`config.mk`:
```
export PLATFORM = sky130hd
export DESIGN_NAME = multicycle_control
export DESIGN_NICKNAME = d
export VERILOG_FILES = /design/src/rtl/multicycle_control.sv
export SDC_FILE = /design/constraint.sdc
export NUM_CORES = 1
export LEC_CHECK = 0
export ABC_AREA = 0
export BUFFER_PORTS_ARGS = -buffer_cell sky130_fd_sc_hd__buf_2
export CORE_AREA = 2 2 41 58
export DETAILED_ROUTE_END_ITERATION = 8
export DIE_AREA = 0 0 43 60
export PLACE_DENSITY = 0.63
export SLEW_MARGIN = 20
export SYNTH_ARGS = -nofsm -noshare
export SYNTH_HDL_FRONTEND = slang
export SYNTH_SLANG_ARGS = --single-unit
```
`constraint.sdc`:
```
create_clock -name clk -period 5.5 [get_ports clk]
set_clock_uncertainty 0.15 [all_clocks]
set_input_delay 0.55 -clock clk [delete_from_list [all_inputs] [get_ports clk]]
set_output_delay 0.55 -clock clk [all_outputs]
set_load 0.05 [all_outputs]
```
`src/rtl/multicycle_control.sv`:
```
// multicycle_control: multicycle sequencer for the single-ALU RV32 core.
// Walks each instruction through FETCH, DECODE, EXEC, MEM and WB states and
// drives the datapath strobes. Memory wait states are bounded by TIMEOUT
// stalled cycles (0 disables the bound); unsupported opcodes and memory
// timeouts trap to a sticky HALT that only reset leaves.
// Optional feature macro: PERF_COUNT_EN adds cycle_count / instret outputs.
module multicycle_control #(
  parameter int TIMEOUT = 15
) (
  input  logic        clk,
  input  logic        reset,
  input  logic [6:0]  opcode,
  input  logic        zero,
  input  logic        mem_ready,
  output logic        mem_read,
  output logic        mem_write,
  output logic        i_or_d,
  output logic        ir_write,
  output logic        pc_write,
  output logic        pc_src,
  output logic        reg_write,
  output logic        mem_to_reg,
  output logic        alu_src,
  output logic [1:0]  alu_op,
  output logic        instr_done,
  output logic        fault,
  output logic [3:0]  state
`ifdef PERF_COUNT_EN
  ,
  output logic [31:0] cycle_count,
  output logic [31:0] instret
`endif
);

  typedef enum logic [3:0] {
    S_FETCH     = 4'd0,
    S_DECODE    = 4'd1,
    S_EXEC_R    = 4'd2,
    S_EXEC_ADDR = 4'd3,
    S_MEM_LD    = 4'd4,
    S_MEM_ST    = 4'd5,
    S_WB_R      = 4'd6,
    S_WB_LD     = 4'd7,
    S_BRANCH    = 4'd8,
    S_HALT      = 4'd9
  } state_e;

  localparam logic [6:0] OP_RTYPE  = 7'b0110011;
  localparam logic [6:0] OP_LOAD   = 7'b0000011;
  localparam logic [6:0] OP_STORE  = 7'b0100011;
  localparam logic [6:0] OP_BRANCH = 7'b1100011;

  localparam logic [1:0] ALU_ADD   = 2'b00;
  localparam logic [1:0] ALU_SUB   = 2'b01;
  localparam logic [1:0] ALU_RTYPE = 2'b10;

  // Counter only has to hold TIMEOUT-1 before the trap fires.
  localparam int CNT_W = (TIMEOUT > 0) ? $clog2(TIMEOUT + 1) : 1;
  localparam logic [CNT_W-1:0] CNT_LIMIT = CNT_W'((TIMEOUT > 0) ? TIMEOUT - 1 : 0);

  state_e           state_q, state_d;
  logic [CNT_W-1:0] cnt_q, cnt_d;
  logic             fault_q;
  logic             in_wait;
  logic             timeout_hit;

  assign in_wait     = (state_q == S_FETCH) || (state_q == S_MEM_LD) || (state_q == S_MEM_ST);
  // mem_ready is excluded here, so a same-cycle handshake always beats the trap.
  assign timeout_hit = (TIMEOUT != 0) && in_wait && !mem_ready && (cnt_q == CNT_LIMIT);

  // Next-state selection from current state, opcode and memory handshake.
  // NOTE: every always_comb output gets a default first so no path can infer a latch.
  always_comb begin
    state_d = state_q;
    case (state_q)
      S_FETCH: begin
        if (mem_ready)        state_d = S_DECODE;
        else if (timeout_hit) state_d = S_HALT;
      end
      S_DECODE: begin
        case (opcode)
          OP_RTYPE:          state_d = S_EXEC_R;
          OP_LOAD, OP_STORE: state_d = S_EXEC_ADDR;
          OP_BRANCH:         state_d = S_BRANCH;
          default:           state_d = S_HALT;
        endcase
      end
      S_EXEC_R:    state_d = S_WB_R;
      S_WB_R:      state_d = S_FETCH;
      S_EXEC_ADDR: state_d = (opcode == OP_LOAD) ? S_MEM_LD : S_MEM_ST;
      S_MEM_LD: begin
        if (mem_ready)        state_d = S_WB_LD;
        else if (timeout_hit) state_d = S_HALT;
      end
      S_MEM_ST: begin
        if (mem_ready)        state_d = S_FETCH;
        else if (timeout_hit) state_d = S_HALT;
      end
      S_WB_LD:     state_d = S_FETCH;
      S_BRANCH:    state_d = S_FETCH;
      S_HALT:      state_d = S_HALT;
      default:     state_d = S_HALT;
    endcase
  end

  // Stall counter: counts mem_ready-low cycles, restarts on any state change.
  always_comb begin
    cnt_d = cnt_q;
    if (state_d != state_q)       cnt_d = '0;
    else if (in_wait && !mem_ready) cnt_d = cnt_q + 1'b1;
  end

  // State, stall counter and sticky fault registers.
  // NOTE: sequential state uses non-blocking assignments so all registers update together.
  always_ff @(posedge clk) begin
    if (reset) begin
      state_q <= S_FETCH;
      cnt_q   <= '0;
      fault_q <= 1'b0;
    end else begin
      state_q <= state_d;
      cnt_q   <= cnt_d;
      if (state_d == S_HALT) fault_q <= 1'b1;
    end
  end

  // Datapath strobes: decoded from state, Mealy on mem_ready/zero, silenced in reset.
  always_comb begin
    mem_read   = 1'b0;
    mem_write  = 1'b0;
    i_or_d     = 1'b0;
    ir_write   = 1'b0;
    pc_write   = 1'b0;
    pc_src     = 1'b0;
    reg_write  = 1'b0;
    mem_to_reg = 1'b0;
    alu_src    = 1'b0;
    alu_op     = ALU_ADD;
    instr_done = 1'b0;
    if (!reset) begin
      case (state_q)
        S_FETCH: begin
          mem_read = 1'b1;
          if (mem_ready) begin
            ir_write = 1'b1;
            pc_write = 1'b1;
          end
        end
        S_EXEC_R: alu_op = ALU_RTYPE;
        S_WB_R: begin
          alu_op     = ALU_RTYPE;
          reg_write  = 1'b1;
          instr_done = 1'b1;
        end
        S_EXEC_ADDR: alu_src = 1'b1;
        S_MEM_LD: begin
          mem_read = 1'b1;
          i_or_d   = 1'b1;
          alu_src  = 1'b1;
        end
        S_MEM_ST: begin
          mem_write  = 1'b1;
          i_or_d     = 1'b1;
          alu_src    = 1'b1;
          instr_done = mem_ready;
        end
        S_WB_LD: begin
          reg_write  = 1'b1;
          mem_to_reg = 1'b1;
          instr_done = 1'b1;
        end
        S_BRANCH: begin
          alu_op     = ALU_SUB;
          instr_done = 1'b1;
          pc_write   = zero;
          pc_src     = zero;
        end
        default: ;
      endcase
    end
  end

  assign state = reset ? 4'd0 : state_q;
  assign fault = !reset && fault_q;

`ifdef PERF_COUNT_EN
  logic [31:0] cycle_q;
  logic [31:0] instret_q;

  // Performance counters: live cycles outside HALT and retired instructions.
  always_ff @(posedge clk) begin
    if (reset) begin
      cycle_q   <= '0;
      instret_q <= '0;
    end else begin
      if (state_q != S_HALT) cycle_q   <= cycle_q + 32'd1;
      if (instr_done)        instret_q <= instret_q + 32'd1;
    end
  end

  assign cycle_count = reset ? 32'd0 : cycle_q;
  assign instret     = reset ? 32'd0 : instret_q;
`endif

endmodule

```
==> summary.txt <==
Timing
  • Slew Viols, Final: 0
  • Final setup fails: 0
  • Hold slack: ~350 ps
  • TNS Setup: 0 ps
  • Fin crit period: 2470 ps
  • F_max: 404 MHz
  • Max-slew headroom: 58.2%
  • Final Hold Vio Count: 0
  • Slew @ Worst Pin: 626 ps
  • Unrepaired setup endpoints after global routing: false
  • Fin crit share: around 45%

Placement
  • Post-DP HPWL: 1400 um
  • RD Place Congestion: 0.738
  • Port buffer count: 27

Pwr
  • Internal power: 0.138 mW
  • Clk pwr share: 21.7%
  • Leak Pwr: 0.397 nW
  • Switch share: 44.3%
  • Worst vdd ir: 0.165 mV
  • Sequential share of power: about a third
  • Combinational Power Share: 43.3%
  • Net Switching: 0.110 mW
  • PwrDens: 262 nW/um2

Worst setup path
  • CP max stage cell: dfxtp_1
  • Critical path endpoint category: primary output
  • Worst EP required: 4800 ps
  • Worst-path cell chain: nor2b_1 > and3_1 > or2_1 > buf_2
  • WP data arrival: 1770 ps
  • Critical path's largest stage delay: 720 ps
  • Worst setup SP type: register
  • Crit-path max FO: 18
  • Worst setup path class: reg -> out

Synthesis
  • Seq/Total Area, Yosys: 22.8%
  • Netlist Area Pre-Place: 790 um2
  • Synth cell types: 39
  • Async set-reset flop share out of synthesis: 0%
  • YS warnings: 0
  • Synthesized Nets: 114
  • Top FF cell, synth: dfxtp_1
  • Synth Register Bits: 9
  • Number of flops mapped to enable cells by yosys: 0
  • Avg Cell Area, Syn: 7.82 um2
  • Post-synthesis instance total: just over 100

GRT
  • Vias in the first global route: 701
  • Pin count of the biggest net entering global routing: 19
  • Initial antenna violation count: 0
  • First-pass GRT wire length: 3080 um
  • GRT Total Usage: 15.6%
  • Grt ovf: 0

Die
  • Num rows: 20
  • Die ar.: 2580 um2
  • Core Area: 2100 um2
  • Die Y: 60 um
  • Io pins: 28
  • Die W: 43 um
  • Initial core utilization: 37.6%

CTS
  • Num CTS Buffers: 3
  • Clk pin slew, worst setup/hold paths: 60 ps
  • CTS tree: yes
  • CTS H-tree lvls: 1
  • Cts-stage hold buffer count: 0
  • Setup Fix Bufs, Post-CTS: 0
  • Clock Tree Buf Depth: 2
  • CTS Root Cell: clkbuf_4
  • Clock sinks: 9
  • Cts repair resizes: 0
  • Worst skew pair latency: 270 ps

Layout
  • Final net count: 139
  • Syn-to-layout area delta: 19.8%
  • Filler cell count: 230
  • Post-layout util: 45.0%
  • Antenna diodes: 0
  • FF+latch area: 180 um2
  • Layout cell share with drive strength beyond 1: 28.0%
  • Multi-input gate area: about 560 um2

Route
  • DR vias: 819
  • DR WL/cell: 12.5 um
  • Drt initial violations: 27
  • Drt pass-1 iters: 4
  • Routed WL: 1830 um
  • Vias/cell: 5.57
  • Antenna viol nets, final: 0
  • Drt drc: 0

Outcome
  • Status: finished clean

Run
  • Max-cap violations: 0

Hold path
  • Worst hold path type: reg -> reg
## state kept, by name, indices dropped and copies added (netlist names)
| signal | cells |
|---|---|
| state_q | 4 |
| cnt_q | 4 |
| fault_q | 1 |
## power by group through the flow
stage | combinational, mW | clock (mW) | sequential (mW)
after floorplan | 0.0975 | 0 | 0.0772
after global placement | 0.107 | 0 | 0.0874
after detailed placement | 0.108 | 0 | 0.0878
after CTS | 0.108 | 0.0556 | 0.0863
after global routing | 0.119 | 0.0598 | 0.0882
final | 0.107 | 0.0538 | 0.0868
## cell usage after synthesis, types with 2 or more instances
master / n / area (um2)
nor2_1: 10 / 37.5
nor2b_1: 6 / 37.5
nand2_1: 3 / 11.3
inv_1: 5 / 18.8
xnor2_1: 4 / 35.0
or3_1: 2 / 12.5
clkbuf_1: 4 / 15.0
a21oi_1: 5 / 25.0
ha_1: 2 / 25.0
buf_2: 2 / 10.0
a31oi_1: 3 / 18.8
nand3_1: 2 / 10.0
and3_1: 3 / 18.8
nor4_1: 2 / 12.5
a311oi_1: 2 / 17.5
o31a_1: 2 / 17.5
nor3_1: 9 / 45.0
nand2b_1: 6 / 37.5
dfxtp_1: 9 / 180
## routing by layer
layer | wire length, um | global-route usage (%) | up-vias
met5 | 0 | 0 | -
li1 | - | - | 415
met3 | 101 | 3.02 | 2
met4 | 21 | 6.49 | 0
met2 | 923 | 26.8 | 32
met1 | 787 | 18.8 | 370
## stage by stage
step / setup WS [ps] / total power [mW] / std cells / cell area [um2]
CTS: 3040 / 0.250 / 147 / 946
global placement: 3310 / 0.194 / 143 / 920
finish: 3030 / 0.248 / 147 / 946
detailed placement: 3290 / 0.196 / 143 / 920
floorplan: 2210 / 0.175 / 101 / 790
global route: 2910 / 0.267 / 147 / 946
## layout make-up
cell class                 instances  area share (%)
inverter                           5            1.98
sequential                         9            19.0
multi-input combinational         80            59.0
timing repair buffer              27            14.3
tap                               22            2.91
clock buffer                       4            2.78
## path summary, 6_finish.rpt
check                           startpoint       end  slack (ps)  depth (start not counted)
worst max register to register  state_q[3]  cnt_q[1]        3490                          4
worst min register to register     fault_q   fault_q         350                          2
worst max-delay path            state_q[3]  pc_write        3030                          4
worst min-delay path               fault_q   fault_q         350                          2
## cell families (layout without fill, tap and decap cells)
group                      Yosys count  count (layout)  share of synthesized area, %
DFF                                  9               9                          22.8
and+or+nand+nor                     52              52                          40.6
xor gates and xnor gates             5               5                          5.55
buffers and inverters               12              36                          6.50
adders and majority gates            2               2                          3.17
AOI/OAI and AO/OA                   21              21                          21.4
## placed cells by master, fill, tap and decap left out, drive strengths merged, types with 3 or more instances in the layout
master and instances:
clkbuf 4, nor3 10, a21oi 5, inv 5
nor2b 6, nand2 3, nor2 11, buf 27
and3 3, dfxtp 9, xnor2 4, nand2b 6
a31oi 3
## worst max-delay path: cells and delay by family (launching register included)
kind / cells / cell delay [ps]
buffers and inverters: 1 / 250
flip-flops: 1 / 720
AND/OR/NAND/NOR: 3 / 530
Note: power is estimated with default switching activity, not from simulation.
